**src/rtl/fetch_controller.sv**
```systemverilog
// fetch_controller: owns the PC, issues one instruction-memory fetch at a time,
// presents the fetched word to decode and redirects on taken branches.
// Optional build macro FETCH_PERF_COUNT_EN adds fetch/redirect/drop counters.
`timescale 1ns/1ps
module fetch_controller #(
    parameter int unsigned       ADDR_W   = 32,
    parameter logic [ADDR_W-1:0] RESET_PC = '0
) (
    input  logic              clock,
    input  logic              resetN,
    input  logic              enable,
    output logic              imemReqValid,
    output logic [ADDR_W-1:0] imemReqAddr,
    input  logic              imemReqReady,
    input  logic              imemRspValid,
    input  logic [31:0]       imemRspData,
    output logic              instrValid,
    output logic [31:0]       instrData,
    output logic [ADDR_W-1:0] instrPC,
    input  logic              instrReady,
    input  logic              branchValid,
    input  logic              branchFlag,
    input  logic              zeroFlag,
    input  logic              unconditionalBranchFlag,
    input  logic [ADDR_W-1:0] branchPC,
    input  logic [31:0]       branchOffset,
    output logic [ADDR_W-1:0] readAddress
`ifdef FETCH_PERF_COUNT_EN
    ,
    output logic [31:0]       fetchCount,
    output logic [31:0]       redirectCount,
    output logic [31:0]       dropCount
`endif
);

    typedef enum logic [1:0] {IDLE, REQ, WAIT, HOLD} state_e;

    state_e            state_q, state_d;
    logic [ADDR_W-1:0] pc_q, pc_d;
    logic              drop_q, drop_d;
    logic              req_valid_q, req_valid_d;
    logic              instr_valid_q, instr_valid_d;
    logic [31:0]       instr_data_q, instr_data_d;
    logic [ADDR_W-1:0] instr_pc_q, instr_pc_d;

    logic              taken;
    logic [ADDR_W-1:0] off_sh;
    logic [ADDR_W-1:0] target;

    // Branch resolution: sign-extended word offset scaled to bytes, wrapping add
    always_comb begin
        taken  = branchValid & ((branchFlag & zeroFlag) | unconditionalBranchFlag);
        off_sh = ADDR_W'({{ADDR_W{branchOffset[31]}}, branchOffset, 2'b00});
        target = branchPC + off_sh;
    end

    // Next-state, PC and instruction-latch logic; a redirect always wins over PC+4
    always_comb begin
        state_d      = state_q;
        pc_d         = pc_q;
        drop_d       = drop_q;
        instr_data_d = instr_data_q;
        instr_pc_d   = instr_pc_q;
        case (state_q)
            IDLE: begin
                if (taken) begin
                    pc_d = target;
                end else if (enable) begin
                    state_d = REQ;
                end
            end
            REQ: begin
                if (taken) begin
                    pc_d = target;
                end
                if (imemReqReady) begin
                    state_d = WAIT;
                    // old address already accepted: its response must be thrown away
                    if (taken) begin
                        drop_d = 1'b1;
                    end
                end
            end
            WAIT: begin
                if (taken) begin
                    pc_d = target;
                    if (imemRspValid) begin
                        drop_d  = 1'b0;
                        state_d = REQ;
                    end else begin
                        drop_d = 1'b1;
                    end
                end else if (imemRspValid) begin
                    if (drop_q) begin
                        drop_d  = 1'b0;
                        state_d = REQ;
                    end else begin
                        instr_data_d = imemRspData;
                        instr_pc_d   = pc_q;
                        pc_d         = pc_q + ADDR_W'(32'd4);
                        state_d      = HOLD;
                    end
                end
            end
            HOLD: begin
                if (taken) begin
                    pc_d    = target;
                    state_d = REQ;
                end else if (instrReady) begin
                    state_d = enable ? REQ : IDLE;
                end
            end
            default: state_d = IDLE;
        endcase
        req_valid_d   = (state_d == REQ);
        instr_valid_d = (state_d == HOLD);
    end

    // Controller state and registered outputs
    always_ff @(posedge clock or negedge resetN) begin
        if (!resetN) begin
            state_q       <= IDLE;
            pc_q          <= RESET_PC;
            drop_q        <= 1'b0;
            req_valid_q   <= 1'b0;
            instr_valid_q <= 1'b0;
            instr_data_q  <= '0;
            instr_pc_q    <= '0;
        end else begin
            state_q       <= state_d;
            pc_q          <= pc_d;
            drop_q        <= drop_d;
            req_valid_q   <= req_valid_d;
            instr_valid_q <= instr_valid_d;
            instr_data_q  <= instr_data_d;
            instr_pc_q    <= instr_pc_d;
        end
    end

    assign imemReqValid = req_valid_q;
    assign imemReqAddr  = pc_q;
    assign readAddress  = pc_q;
    assign instrValid   = instr_valid_q;
    assign instrData    = instr_data_q;
    assign instrPC      = instr_pc_q;

`ifdef FETCH_PERF_COUNT_EN
    logic [31:0] fetch_cnt_q, fetch_cnt_d;
    logic [31:0] redir_cnt_q, redir_cnt_d;
    logic [31:0] drop_cnt_q, drop_cnt_d;

    // Event counters: decode handshakes, taken branches, discarded responses
    always_comb begin
        fetch_cnt_d = fetch_cnt_q + ((state_q == HOLD && instrReady) ? 32'd1 : 32'd0);
        redir_cnt_d = redir_cnt_q + (taken ? 32'd1 : 32'd0);
        drop_cnt_d  = drop_cnt_q +
                      ((state_q == WAIT && imemRspValid && (taken || drop_q)) ? 32'd1 : 32'd0);
    end

    // Counter registers
    always_ff @(posedge clock or negedge resetN) begin
        if (!resetN) begin
            fetch_cnt_q <= '0;
            redir_cnt_q <= '0;
            drop_cnt_q  <= '0;
        end else begin
            fetch_cnt_q <= fetch_cnt_d;
            redir_cnt_q <= redir_cnt_d;
            drop_cnt_q  <= drop_cnt_d;
        end
    end

    assign fetchCount    = fetch_cnt_q;
    assign redirectCount = redir_cnt_q;
    assign dropCount     = drop_cnt_q;
`endif

endmodule

```
**config.mk**
```make
export PLATFORM = sky130hd
export DESIGN_NAME = fetch_controller
export DESIGN_NICKNAME = d
export VERILOG_FILES = /design/src/rtl/fetch_controller.sv
export SDC_FILE = /design/constraint.sdc
export NUM_CORES = 1
export LEC_CHECK = 0
export CAP_MARGIN = 10
export CELL_PAD_IN_SITES_DETAIL_PLACEMENT = 0
export CELL_PAD_IN_SITES_GLOBAL_PLACEMENT = 2
export CORE_ASPECT_RATIO = 0.7
export CORE_MARGIN = 3
export CORE_UTILIZATION = 25
export CTS_CLUSTER_SIZE = 16
export DETAILED_ROUTE_END_ITERATION = 8
export GPL_TIMING_DRIVEN = 0
export PLACE_DENSITY = 0.84
export SLEW_MARGIN = 5
export SYNTH_ARGS = -nofsm -noshare
export SYNTH_HDL_FRONTEND = slang
export SYNTH_SLANG_ARGS = --single-unit
```
**constraint.sdc**
```tcl
create_clock -name clock -period 2.32 [get_ports clock]
set_input_delay 0.464 -clock clock [delete_from_list [all_inputs] [get_ports clock]]
set_output_delay 0.464 -clock clock [all_outputs]
set_load 0.1 [all_outputs]
```
* Word-level counts from Yosys, hierarchy flattened *
Index checks and enable logic that the tools add are counted.
W data, S select, Z words.

storage, ports and cells
  register bits = 101
  bits of input ports = 106
  word-level logic and storage cells = 52

cells by class
  $add $sub $neg = 2
  equal/unequal tests = 10
  muxes and demuxes = 22
  bitwise gates (word level) = 5
  reductions and logical operators = 6

operators by type and width
  cell                     count
  $mux W32                 4
  $pmux W32 S2             1
  $add A32 B3 Y32 const B  1
  $add A32 B32 Y32         1
  $mux W2                  9
  $pmux W2 S4              1
  $reduce_and A4 Y1        2
  $eq A2 B2 Y1 const B     3
  $mux W1                  6
  $ne A3 B3 Y1 const B     2
  $eq A2 B1 Y1 const B     2
  $ne A2 B2 Y1 const B     2
  $reduce_and A3 Y1        1
  $reduce_or A3 Y1         1
  $and A1 B1 Y1            2
  $logic_not A2 Y1         1
  $ne A2 B1 Y1 const B     1
  $not A1 Y1               2
  $pmux W1 S2              1
  $reduce_bool A2 Y1       1
  $or A1 B1 Y1             1

* Logic depth before layout (Yosys ltp) *
Gate-level depths: netlist of run 1.

  depth after elaboration = 6
  depth in mapped cells = 9
  depth with buffers taken out = 9

* Worst setup path after synthesis of run 1 *
Ideal clock, no wire load.

  path kind = flip-flop to flip-flop
  start point = register pc_q[9], in the netlist imemReqAddr[9]
  end point = register pc_q[29], in the netlist imemReqAddr[29]
  library setup time = 0.126 ns
  data arrival time = 2.564 ns
  data required time = 2.194 ns
  slack = -0.370 ns
  stages on the path, launching flop included = 9
  buffers on the path = 1
  cells stage by stage = dfrtp_1 buf_2 nand2_1 nor4_4 nand2_2 nor3_4 and3_1 a31oi_1 o32a_1

on the way
  word-level cells in the longest chain between the ends = 5

ends and longest elaborated chain
  item                      RTL line  text
  start: declaration        39        logic [ADDR_W-1:0] pc_q, pc_d;
  start signal: assignment  131       pc_q <= pc_d;
  $add A32 B3 Y32           100       pc_d = pc_q + ADDR_W'(32'd4);
  $mux W32                  94        if (drop_q) begin
  $mux W32                  93        end else if (imemRspValid) begin
  $mux W32                  85        if (taken) begin
  $pmux W32 S2              64        case (state_q)

No other way between the ends. The select of a mux whose other input is x is not followed.
A chain may end at the register's enable or synchronous reset.

* Worst setup path in the final report of run 1 *
  start point = register pc_q[26], in the netlist imemReqAddr[26]
  end point = output imemReqAddr[26]

RTL lines
  item              RTL line  text
  end: declaration  13        output logic [ADDR_W-1:0] imemReqAddr,

No word-level cell between the ends.

==> results_tabular.tex, run 1 <==
\begin{tabular}{lr}
\hline
Metric & Value \\
\hline
\multicolumn{2}{l}{\textbf{Place}} \\
\quad IO Port Bufs & 233 \\
\quad Dpl cells & 1401 \\
\quad HPWL Detailed & 19.12 mm \\
\quad Instance area at placement & 0.009432 mm² \\
\quad Placer Congestion & 0.8472 \\
\multicolumn{2}{l}{\textbf{Critical path}} \\
\quad Critical path start-end classification & reg -> out \\
\quad Worst path required time & 1860 ps \\
\quad Endpoint of the most critical setup path & imemReqAddr[26] \\
\quad Critical path origin & imemReqAddr[26]\$\_DFFE\_PN0P\_ \\
\quad Critical R2R Launch & imemReqAddr[9]\$\_DFFE\_PN0P\_ \\
\quad Startpoint type of the worst setup path & flip-flop \\
\quad Endpoint of the worst-slack reg-to-reg timing path & imemReqAddr[29]\$\_DFFE\_PN0P\_ \\
\quad Kind of end point of the critical path & output pin \\
\quad Register-to-register setup slack & 120 ps \\
\quad CP arrival & 1820 ps \\
\quad Reg2Reg Depth & 8 \\
\quad Total number of cells along the worst setup path & 1 \\
\quad Highest cell delay on the worst timing path & 910 ps \\
\quad Dominant delay contributor by cell family on the critical path & buffers and inverters \\
\quad Cell chain of the critical path & dlygate4sd2\_1 \\
\quad Standard cell with the maximum stage delay on the critical path & dlygate4sd2\_1 \\
\quad CP max FO & 7 \\
\quad WP buf/inv & 1 \\
\multicolumn{2}{l}{\textbf{Cells and area}} \\
\quad Non-filler instance count after layout & 1457 \\
\quad Commonest non-fill, non-tap cell in the layout & nand2\_1 \\
\quad Post-layout net count & 1232 \\
\quad Synth-to-Final Area Change & 60.12\% \\
\quad Layout cell share with drive strength beyond 1 & 23.00\% \\
\quad Most used cells in the layout excluding fill and tap cells & 237 x nand2\_1, 125 x dlygate4sd2\_1, 79 x dfrtp\_1, 76 x buf\_4, 65 x clkdlybuf4s50\_1 \\
\quad Antenna diodes & 0 \\
\quad Final non-filler cell area & 0.01054 mm² \\
\multicolumn{2}{l}{\textbf{Die}} \\
\quad Placement row count & 49 \\
\quad Horiz. Die Dim & 199.9 µm \\
\quad Height of the die & 141.8 µm \\
\quad I/O pin cnt & 236 \\
\quad Die area & 0.02834 mm² \\
\quad Placeable Area & 0.02581 mm² \\
\quad Starting density of the core & 25.50\% \\
\multicolumn{2}{l}{\textbf{Route}} \\
\quad Count of TritonRoute iterations in the first routing pass & 5 \\
\quad Post-detailed-route wirelength per cell & 17.15 µm \\
\quad Count of nets left with antenna violations after detail routing & 0 \\
\quad Number of vias after detailed routing & 6840 \\
\quad Starting DRT DRC Count & 323 \\
\quad Avg Vias per Cell & 4.695 \\
\quad Routed WL & 24.99 mm \\
\quad Post-route DRC violation count & 0 \\
\multicolumn{2}{l}{\textbf{Clock tree}} \\
\quad Number of H-tree branching levels & 3 \\
\quad Clk Latency, worst-skew pair & 360 ps \\
\quad CTS buffer count & 9 \\
\quad Clock input transition at the sequential cells of the worst setup and hold paths & 70 ps \\
\quad CTS Buffer Depth & 2 \\
\quad \# clock sinks & 101 \\
\quad Clock tree root buffer cell & clkbuf\_16 \\
\quad CTS tree & done \\
\multicolumn{2}{l}{\textbf{GRT}} \\
\quad Residual overflow from global routing & 0 \\
\quad First-pass GRT wire length & 38.14 mm \\
\quad Number of antenna violations at the first check in global routing & 0 \\
\quad GRT Overall Usage & 17.24\% \\
\quad Maximum number of pins on one net before global-route repair & 70 \\
\quad Vias in the first global route & 6529 \\
\multicolumn{2}{l}{\textbf{Run}} \\
\quad Maximum capacitance violations & 0 \\
\multicolumn{2}{l}{\textbf{Synth}} \\
\quad Number of enable-type register cells in the synthesized netlist & 0 \\
\quad Synthesized area per cell & 8.127 µm² \\
\quad Synth Instances & 810 \\
\quad Number of distinct library cells after synthesis & 70 \\
\quad Number of warnings printed during yosys synthesis & 0 \\
\quad Net count after synthesis & 947 \\
\quad Primary FF master, synth & dfrtp\_1 \\
\quad Synth Register Bits & 101 \\
\quad Sequential-to-total area share from yosys stat & 38.40\% \\
\quad Async S/R FF share, synth & 100.0\% \\
\quad Cell area after synthesis & 0.006583 mm² \\
\multicolumn{2}{l}{\textbf{STA}} \\
\quad Clock skew & 11.20 ps \\
\quad Number of max-slew violations in the final report & 0 \\
\quad Final critical-path share of the clock period & 98.50\% \\
\quad Maximum frequency from static timing analysis & 437.6 MHz \\
\quad Final-layout setup total negative slack & 0 ps \\
\quad Relative slew slack & 29.95\% \\
\quad Transition time of the tightest slew-check pin & 1055 ps \\
\quad Setup-failing EPs final & 0 \\
\quad Final Hold Viols & 0 \\
\quad RSZ-0062 raised after global routing & true \\
\quad Final critical delay including setup and external delays & 2285 ps \\
\multicolumn{2}{l}{\textbf{Outcome}} \\
\quad Status & finished, final reports clean \\
\multicolumn{2}{l}{\textbf{Hold path}} \\
\quad HP Class & reg -> reg \\
\hline
\end{tabular}
worst min path at each step:
stage / startpoint / endpoint / cells after the start
2_1_floorplan: resetN / drop_q$_DFFE_PN0P_ / 0
3_3_place_gp: instrData[31]$_DFFE_PN0P_ / instrData[31]$_DFFE_PN0P_ / 2
3_5_place_dp: resetN / instrData[26]$_DFFE_PN0P_ / 1
4_1_cts: branchPC[2] / imemReqAddr[2]$_DFFE_PN0P_ / 4
5_1_grt: branchPC[2] / imemReqAddr[2]$_DFFE_PN0P_ / 4
6_report: instrData[12]$_DFFE_PN0P_ / instrData[12]$_DFFE_PN0P_ / 2
registers in the layout, indices dropped and copies added, names as in the netlist:
name / flops
instrData: 32
instrPC: 32
instrValid: 1
drop_q: 1
imemReqValid: 1
imemReqAddr: 32
state_q: 2
stage by stage:
stage               utilization, %  hold WS (ps)  worst slack [ps]
floorplan                        -         168.4            -7.719
global placement             36.43         457.6             -4305
detailed placement           36.54         376.4            -922.7
CTS                          39.19         455.7            0.5691
global route                 40.84         462.4            -46.92
finish                       40.84         470.0             34.80
per-layer routing:
metal	global-route usage (%)	part of all wire [%]	vias to the layer above
met5	0	0	-
met4	2.495	0.45	0
met3	4.201	6.9	8
met2	24.67	42	230
met1	26.57	51	3231
li1	-	-	3371
synthesized netlist by cell type (2+ instances only):
cell type,instances,area [µm²]
nand2b_1,3,18.77
dfrtp_1,101,2527
inv_1,12,45.04
ha_1,30,375.4
nor2b_1,5,31.28
o22ai_1,12,75.07
o21a_1,10,75.07
xnor2_1,16,140.1
nand4_1,16,100.1
nor2_1,29,108.9
a31oi_1,9,56.30
a311oi_1,2,17.52
o21bai_1,3,22.52
a211oi_1,5,37.54
a22o_1,2,17.52
buf_4,36,270.3
a221o_1,2,20.02
nand3_1,22,110.1
a21oi_1,72,360.4
and2_1,5,31.28
and3_1,8,50.05
buf_2,12,60.06
o21ai_0,43,215.2
xor2_1,11,96.34
o211ai_1,4,30.03
o21ai_1,2,10.01
o32ai_1,2,17.52
nand2_1,243,912.1
o31ai_1,4,30.03
a21o_1,12,90.09
o221ai_1,3,26.28
or3_1,3,18.77
a21boi_0,2,15.01
clkbuf_1,23,86.33
nor4_4,2,42.54
buf_6,2,22.52
nor3_1,9,45.04
final cells by class:
cell class | count | area, µm²
clock buffers | 9 | 225.2
well taps | 357 | 446.7
inverters | 12 | 45.04
fillers | 2665 | 15270
clock inverters | 7 | 58.81
plain buffers | 66 | 444.2
multi-input cells | 624 | 4207
repair buffers | 281 | 2556
flip-flops and latches | 101 | 2557
timing repair:
action / in CTS / in global routing
gates cloned: 0 / 0
setup endpoints to repair: 217 / 82
pin swaps: 52 / 44
hold buffers: 1 / 0
hold endpoints to repair: 32 / 0
gates resized for setup: 252 / 107
setup buffers: 28 / 18
tightest hold or removal path, delay by kind of cell (launching register included):
family / cells / cell delay [ps]
flip-flops: 1 / 340
AND/OR/NAND/NOR: 2 / 110
kinds of logic after synthesis:
family                   Yosys count  share of synthesized area (%)
AO/OA/AOI/OAI                    206                          20.00
XOR/XNOR                          27                          3.592
adder cells (fa/ha/maj)           31                          6.006
buffers and inverters             85                          7.356
flip-flops                       101                          38.40
multiplexers                       1                         0.1521
AND/OR/NAND/NOR                  359                          24.50
Power of run 1 is not shown: default switching activity piles up to over one toggle a cycle in this logic, so the estimate is an artifact.
==> run 2: changes to the inputs <==
--- a/config.mk
+++ b/config.mk
@@ -14,6 +14,7 @@
 export CTS_CLUSTER_SIZE = 16
 export DETAILED_ROUTE_END_ITERATION = 8
 export GPL_TIMING_DRIVEN = 0
+export HOLD_SLACK_MARGIN = 0.12
 export PLACE_DENSITY = 0.84
 export SLEW_MARGIN = 5
 export SYNTH_ARGS = -nofsm -noshare
==> results of run 2 <==
Same layout as run 1: the final DEF is identical, and so are final timing and power.
Power of run 2 is left out for the same reason.
